[src/rtl/stage_wb_pipe.sv]
// MEM/WB pipeline register with RV32I load extraction, write-back source
// selection and a retired-instruction counter. Every output is a register.
module stage_wb_pipe #(
    parameter int unsigned REG_WIDTH      = 32,
    parameter int unsigned REG_ADDR_WIDTH = 5,
    parameter int unsigned CNT_WIDTH      = 32
) (
    input  logic                      clk,
    input  logic                      reset_n,
    input  logic                      EX_MEM_valid,
    input  logic                      EX_MEM_reg_write_en,
    input  logic [REG_ADDR_WIDTH-1:0] EX_MEM_rd,
    input  logic [1:0]                EX_MEM_wb_sel,
    input  logic [2:0]                EX_MEM_load_type,
    input  logic [REG_WIDTH-1:0]      EX_MEM_alu_out,
    input  logic [REG_WIDTH-1:0]      EX_MEM_pc_plus4,
    input  logic [REG_WIDTH-1:0]      DMEM_data_out,
    input  logic                      stall,
    input  logic                      flush,
    output logic                      MEM_WB_valid,
    output logic                      MEM_WB_reg_write_en,
    output logic [REG_ADDR_WIDTH-1:0] MEM_WB_rd,
    output logic [REG_WIDTH-1:0]      MEM_WB_wb_data,
    output logic                      MEM_WB_misalign,
    output logic [CNT_WIDTH-1:0]      MEM_WB_instret
);

    typedef enum logic [1:0] {
        WB_ALU  = 2'b00,
        WB_LOAD = 2'b01,
        WB_PC4  = 2'b10
    } wb_sel_e;

    typedef enum logic [2:0] {
        LD_B  = 3'b000,
        LD_H  = 3'b001,
        LD_W  = 3'b010,
        LD_BU = 3'b100,
        LD_HU = 3'b101
    } load_type_e;

    logic [1:0]           offset;
    logic [7:0]           byte_sel;
    logic [15:0]          half_sel;
    logic [REG_WIDTH-1:0] load_data;
    logic                 load_misaligned;
    logic [REG_WIDTH-1:0] wb_data_next;
    logic                 misalign_next;
    logic                 reg_write_next;
    logic                 retire;

    assign offset = EX_MEM_alu_out[1:0];

    // Little-endian lane selection and extension of the DMEM read word.
    always_comb begin
        byte_sel        = DMEM_data_out[7:0];
        half_sel        = offset[1] ? DMEM_data_out[31:16] : DMEM_data_out[15:0];
        load_data       = DMEM_data_out;
        load_misaligned = (offset != 2'b00);
        case (offset)
            2'd1:    byte_sel = DMEM_data_out[15:8];
            2'd2:    byte_sel = DMEM_data_out[23:16];
            2'd3:    byte_sel = DMEM_data_out[31:24];
            default: byte_sel = DMEM_data_out[7:0];
        endcase
        case (EX_MEM_load_type)
            LD_B: begin
                load_data       = {{(REG_WIDTH-8){byte_sel[7]}}, byte_sel};
                load_misaligned = 1'b0;
            end
            LD_BU: begin
                load_data       = {{(REG_WIDTH-8){1'b0}}, byte_sel};
                load_misaligned = 1'b0;
            end
            LD_H: begin
                load_data       = {{(REG_WIDTH-16){half_sel[15]}}, half_sel};
                load_misaligned = offset[0];
            end
            LD_HU: begin
                load_data       = {{(REG_WIDTH-16){1'b0}}, half_sel};
                load_misaligned = offset[0];
            end
            default: begin
                load_data       = DMEM_data_out;
                load_misaligned = (offset != 2'b00);
            end
        endcase
    end

    // Write-back source mux and the qualified control bits for the next entry.
    always_comb begin
        case (EX_MEM_wb_sel)
            WB_LOAD: wb_data_next = load_data;
            WB_PC4:  wb_data_next = EX_MEM_pc_plus4;
            default: wb_data_next = EX_MEM_alu_out;
        endcase
        misalign_next  = EX_MEM_valid && (EX_MEM_wb_sel == WB_LOAD) && load_misaligned;
        reg_write_next = EX_MEM_valid && EX_MEM_reg_write_en &&
                         (EX_MEM_rd != '0) && !misalign_next;
        retire         = EX_MEM_valid && !misalign_next;
    end

    // Pipeline register: flush bubbles the control bits, stall holds everything.
    always_ff @(posedge clk or negedge reset_n) begin
        if (!reset_n) begin
            MEM_WB_valid        <= 1'b0;
            MEM_WB_reg_write_en <= 1'b0;
            MEM_WB_rd           <= '0;
            MEM_WB_wb_data      <= '0;
            MEM_WB_misalign     <= 1'b0;
            MEM_WB_instret      <= '0;
        end else if (flush) begin
            MEM_WB_valid        <= 1'b0;
            MEM_WB_reg_write_en <= 1'b0;
            MEM_WB_misalign     <= 1'b0;
        end else if (!stall) begin
            MEM_WB_valid        <= EX_MEM_valid;
            MEM_WB_reg_write_en <= reg_write_next;
            MEM_WB_rd           <= EX_MEM_rd;
            MEM_WB_wb_data      <= wb_data_next;
            MEM_WB_misalign     <= misalign_next;
            MEM_WB_instret      <= MEM_WB_instret + CNT_WIDTH'(retire);
        end
    end

endmodule

[config.mk]
export PLATFORM = sky130hd
export DESIGN_NAME = stage_wb_pipe
export DESIGN_NICKNAME = d
export VERILOG_FILES = /design/src/rtl/stage_wb_pipe.sv
export SDC_FILE = /design/constraint.sdc
export NUM_CORES = 1
export LEC_CHECK = 0
export CAP_MARGIN = 30
export CORE_AREA = 2 2 99 101
export CTS_CLUSTER_DIAMETER = 60
export DETAILED_ROUTE_END_ITERATION = 6
export DIE_AREA = 0 0 101 103
export PLACE_DENSITY = 0.85
export SYNTH_ARGS = -nofsm -noshare
export SYNTH_HDL_FRONTEND = slang
export SYNTH_SLANG_ARGS = --single-unit
[constraint.sdc]
create_clock -name clk -period 3.9 [get_ports clk]
set_clock_uncertainty 0.2 [all_clocks]
set_input_delay 0.78 -clock clk [delete_from_list [all_inputs] [get_ports clk]]
set_output_delay 0.78 -clock clk [all_outputs]
set_load 0.1 [all_outputs]
Word-level counts from Yosys, hierarchy flattened
Index checks and enable logic that the tools add are counted.
W data, S select, Z words.
{"block": "word_totals", "reg_bits": 72, "out_inout_bits": 72}
{"block": "op_classes", "addsub": 1, "n_eq_ne": 9, "mux": 11, "bitwise": 2, "reduce_logical": 13}
{"op": "$pmux W32 S4", "n": 1}
{"op": "$pmux W32 S2", "n": 1}
{"op": "$add A32 B1 Y32", "n": 1}
{"op": "$pmux W8 S3", "n": 1}
{"op": "$mux W16", "n": 1}
{"op": "$eq A2 B2 Y1 const B", "n": 3}
{"op": "$eq A3 B3 Y1 const B", "n": 2}
{"op": "$logic_and A1 B1 Y1", "n": 6}
{"op": "$mux W1", "n": 6}
{"op": "$reduce_bool A5 Y1", "n": 1}
{"op": "$eq A2 B1 Y1 const B", "n": 2}
{"op": "$reduce_or A2 Y1", "n": 2}
{"op": "$eq A3 B1 Y1 const B", "n": 1}
{"op": "$logic_not A3 Y1", "n": 1}
{"op": "$ne A2 B1 Y1 const B", "n": 1}
{"op": "$not A1 Y1", "n": 2}
{"op": "$pmux W1 S2", "n": 1}
{"op": "$reduce_and A2 Y1", "n": 1}
{"op": "$reduce_bool A2 Y1", "n": 1}
{"op": "$logic_not A1 Y1", "n": 1}

Logic depth before layout (Yosys ltp)
{"block": "depth", "ltp_word": 8, "ltp_mapped": 11, "ltp_nobuf": 11}

Least setup slack after synthesis
OpenSTA, ideal clock, no wires.
{"block": "synth_timing", "kind": "input to register", "startpoint": "input port EX_MEM_alu_out[1]", "endpoint": "register MEM_WB_instret[28]", "setup_time_ps": 158, "arrival_time_ps": 2595, "t_required_ps": 3542, "setup_slack_ps": 947, "stages": 10, "path_buffers": 1, "cell_sequence": "buf_4 > o21ai_0 > a21oi_1 > nor2b_1 > ha_1 > ha_1 > nand2_1 > nor4_2 > nand4_1 > xnor2_1"}
{"block": "synth_via", "elab_chain_len": 6}
{"item": "from (decl)", "line": "15", "rtl": "input logic [REG_WIDTH-1:0] EX_MEM_alu_out,"}
{"item": "$reduce_bool A2 Y1", "line": "85", "rtl": "load_misaligned = (offset != 2'b00);"}
{"item": "$pmux W1 S2", "line": "66", "rtl": "case (EX_MEM_load_type)"}
{"item": "$logic_and A1 B1 Y1", "line": "97", "rtl": "misalign_next = EX_MEM_valid && (EX_MEM_wb_sel == WB_LOAD) && load_misaligned;"}
{"item": "$logic_not A1 Y1", "line": "100", "rtl": "retire = EX_MEM_valid && !misalign_next;"}
{"item": "$logic_and A1 B1 Y1", "line": "100"}
{"item": "$add A32 B1 Y32", "line": "122", "rtl": "MEM_WB_instret <= MEM_WB_instret + CNT_WIDTH'(retire);"}
{"item": "to (signal assigned)", "line": "122"}
{"item": "to (decl)", "line": "25", "rtl": "output logic [CNT_WIDTH-1:0] MEM_WB_instret"}
No other way between the ends.
A chain may end at the register's enable or synchronous reset.

Worst setup path after layout
{"block": "layout_timing", "startpoint": "input port EX_MEM_alu_out[0]", "endpoint": "register MEM_WB_instret[28]"}
{"block": "layout_via", "elab_chain_len": 6}
{"item": "$reduce_bool A2 Y1", "line": "85"}
{"item": "$pmux W1 S2 (*)", "line": "66"}
{"item": "$logic_and A1 B1 Y1 (*)", "line": "97"}
{"item": "$logic_not A1 Y1 (*)", "line": "100"}
{"item": "$logic_and A1 B1 Y1 (*)", "line": "100"}
{"item": "$add A32 B1 Y32 (*)", "line": "122"}
Every way passes the cells marked *; elsewhere a longest branch is shown, timed or not.

==> run metrics <==
status=completed; distinct cell type count after synthesis=42; Detail Route Antenna Nets=0; Port Buffer Count=183; P_int=approximately 1400 µW; hold buffers post-CTS=0; Slew Limit Fails=0; Crit path arrival time=about 3400 ps; net count after synthesis=between 500 and 600; layout cells sized above 1=between 5 and 6%; WL/cell=20.14 µm; Register Area=1802 µm²; Logic pwr share=approximately 44%; largest net degree at the start of global routing=73; RSZ-0062 raised after global routing=false; CP Class=in -> reg; GRT overflow=0; top post-synthesis cells by area=dfrtp_1 (43%), xnor2_1 (6.0%), nand2_1 (4.7%), a221oi_1 (4.4%), mux2i_1 (4.3%); Syn Inst Count=about 450; Hold WC Path Type=reg -> reg; CP max-delay cell=nor4_2; Core Util, Final=between 60% and 70%; DRT Wirelength=approximately 15000 µm; crit-path most repeated cell=ha_1; actual slew at the worst max-slew pin=~1000 ps; Worst Setup Start Kind=input pin; CP Capture Type=flop; Final TNS setup=0 ps; first-pass GRT wire length=22910 µm; Reg power frac=around 34%; Die Wd=around 100 µm; Avg Inst Size Synth=9.374 µm²; CTS resizes=0; Buf+Inv Stages, Crit Path=1; CP Data Required Time=a little under 4000 ps; number of fill cells=~760; initial antenna violation count=0; vias in the first global route=roughly 4600; RR Startpoint=MEM_WB_instret[0]; Fin. Hold Viols=0; placed instance area=around 6100 µm²; delay-heaviest family, CP=simple AND/OR/NAND/NOR gates; Root Driver=clkbuf_8; total global routing track utilization=28.45%; fin crit share=between 80% and 90%; pwr/cell area=between 400 and 500 nW/µm²; Vias/cell=roughly 6.1; CP cell instances=clkdlybuf4s50_1, o21ai_0, a21oi_1, nor2b_1, ha_1, ha_1, nand2_1, nor4_2, nand4_1, xnor2_1; Final Instance Area=6304 µm²; CTS tree=built; drt pass-1 iters=5; reg-to-reg endpoint=MEM_WB_instret[28]; starting density of the core=around 44%; Synth top area share=a little over two fifths; io pins=about 180; Setup Viol. Count Final=0; GPL Wtd Cong=around 1; leakage power=approximately 0.0025 µW; leading area contributor after synthesis=dfrtp_1; Setup Buffers After CTS=0; Die Footprint=about 10000 µm²; Chip Height=103 µm; DRC Markers=0; mapped cell area=4209 µm²; # rows=36; maximum VDD drop=255.6 µV; core area=9459 µm²; worst-case clock buffer depth=2; Worst Min Path Start=MEM_WB_instret[31]; Max Clk Rate=~0.30 GHz; FF-to-FF setup slack=1770 ps; post-DP HPWL=approximately 11000 µm; FF-to-FF path depth=6; YS warnings=0; Worst-path clk slew=around 90 ps; P_sw=roughly 1200 µW; CTS buffer count=9; fin nets=~740; hold depth=1; Worst path max stage delay=about 520 ps; sequential cell area fraction in the yosys report=42.81%; DR vias=about 4500; H-tree levels=3; clock insertion delay at the later pin of the skew report=350 ps; max cap viols=0; area of the multi-input gates=between 2000 and 2500 µm²; CTS sink count=just over 70; clock share of power=a little over a fifth; Period minus WS final=around 3400 ps; Switching Share=between 40% and 50%; relative slew slack=approximately a third; Seq cells post-synth=72; area delta synth->final=49.76%; CP max FO=5; Antenna diodes=0; hold worst-path end=MEM_WB_instret[31]; Initial DRC Count=272
per-layer routing:
layer  vias to the layer above  GRT usage (%)  part of all wire [%]
li1                       2019              -                     -
met1                      2179          33.88                    39
met2                       263          48.67                    49
met3                        54          7.322                   8.9
met4                         0          12.89                   3.6
met5                         -              0                     0
cells in the mapped netlist (all sizes together):
master and count:
dfrtp 72, nand2 53, o21ai 31, xnor2 29, a221oi 21, inv 21
a21oi 19, clkbuf 18, mux2i 18, o22ai 17, o31ai 17, buf 14
nor2 14, nand3 13, nand4 13, nor2b 13, a221o 10, or3 9
o211ai 8, o221ai 7, ha 5, and3 4, nor4 4, a31oi 3
and4 2, nand2b 2, nor3 2, a311oi 1, and2 1, clkinv 1
mux4 1, nand4bb 1, nor4b 1, or2 1, or4 1, or4b 1
xor2 1
area by class of cell:
cell class              count  area share (%)
repair buffers            193           30.21
clock buffers               9           1.965
well taps                 114           2.263
clock inverters             7          0.9726
multi-input cells         323           34.70
flip-flops and latches     72           28.58
inverters                  22           1.310
sequential cells by signal, indices dropped and copies added (netlist names):
signal / flops
MEM_WB_instret: 32
MEM_WB_misalign: 1
MEM_WB_rd: 5
MEM_WB_reg_write_en: 1
MEM_WB_valid: 1
MEM_WB_wb_data: 32
cells by family (layout without fill, tap and decap cells):
group,after synthesis,after routing,share of synthesized area (%)
simple gates,135,135,17.30
mux,19,19,4.816
buf+inv,54,231,5.410
fa+ha+maj,5,5,1.486
flops,72,72,42.81
compound gates,134,134,21.94
xor+xnor,30,30,6.243
power groups by stage:
stage | Sequential [µW] | Clock, µW | Combinational, µW
after global placement | 902 | 0 | 1150
after detailed placement | 902 | 0 | 1160
after floorplan | 1480 | 0 | 198
after global routing | 901 | 615 | 1210
after CTS | 890 | 587 | 1170
final | 892 | 580 | 1170
worst max-delay path by stage:
stage	endpoint	cells after the start	start	slack, ps
finish	MEM_WB_instret[28]	10	EX_MEM_alu_out[0]	520
global route	MEM_WB_instret[30]	10	EX_MEM_alu_out[0]	420
CTS	MEM_WB_instret[28]	10	EX_MEM_alu_out[0]	580
detailed placement	MEM_WB_instret[28]	10	EX_MEM_alu_out[0]	210
global placement	MEM_WB_instret[28]	12	EX_MEM_wb_sel[1]	370
floorplan	MEM_WB_instret[28]	10	EX_MEM_alu_out[1]	950
cells in the final DEF (no fill, tap or decap), types with 3 or more instances in the layout:
master and n:
nand3_1 13, inv_6 3, o21ai_0 31, nand2_1 53, clkbuf_8 9, o22ai_1 17
o31ai_1 17, ha_1 5, clkdlybuf4s50_1 182, a221oi_1 21, nor2_1 13, a31oi_1 3
xnor2_1 29, or3_1 9, o221ai_1 7, inv_1 21, nor2b_1 13, and3_1 4
a21oi_1 19, nand4_1 13, mux2i_1 18, a221o_1 10, o211ai_1 8, buf_4 11
dfrtp_1 72
stage by stage:
stage	instances	power (µW)	hold slack (ps)	worst slack, ps
CTS	740	2644	295.1	583.6
finish	740	2641	285.2	517.0
global placement	724	2051	259.6	366.5
detailed placement	724	2066	282.4	211.1
floorplan	449	1678	284.4	947.3
global route	740	2729	310.0	419.9
No activity file was read; power rests on OpenSTA's default activity.
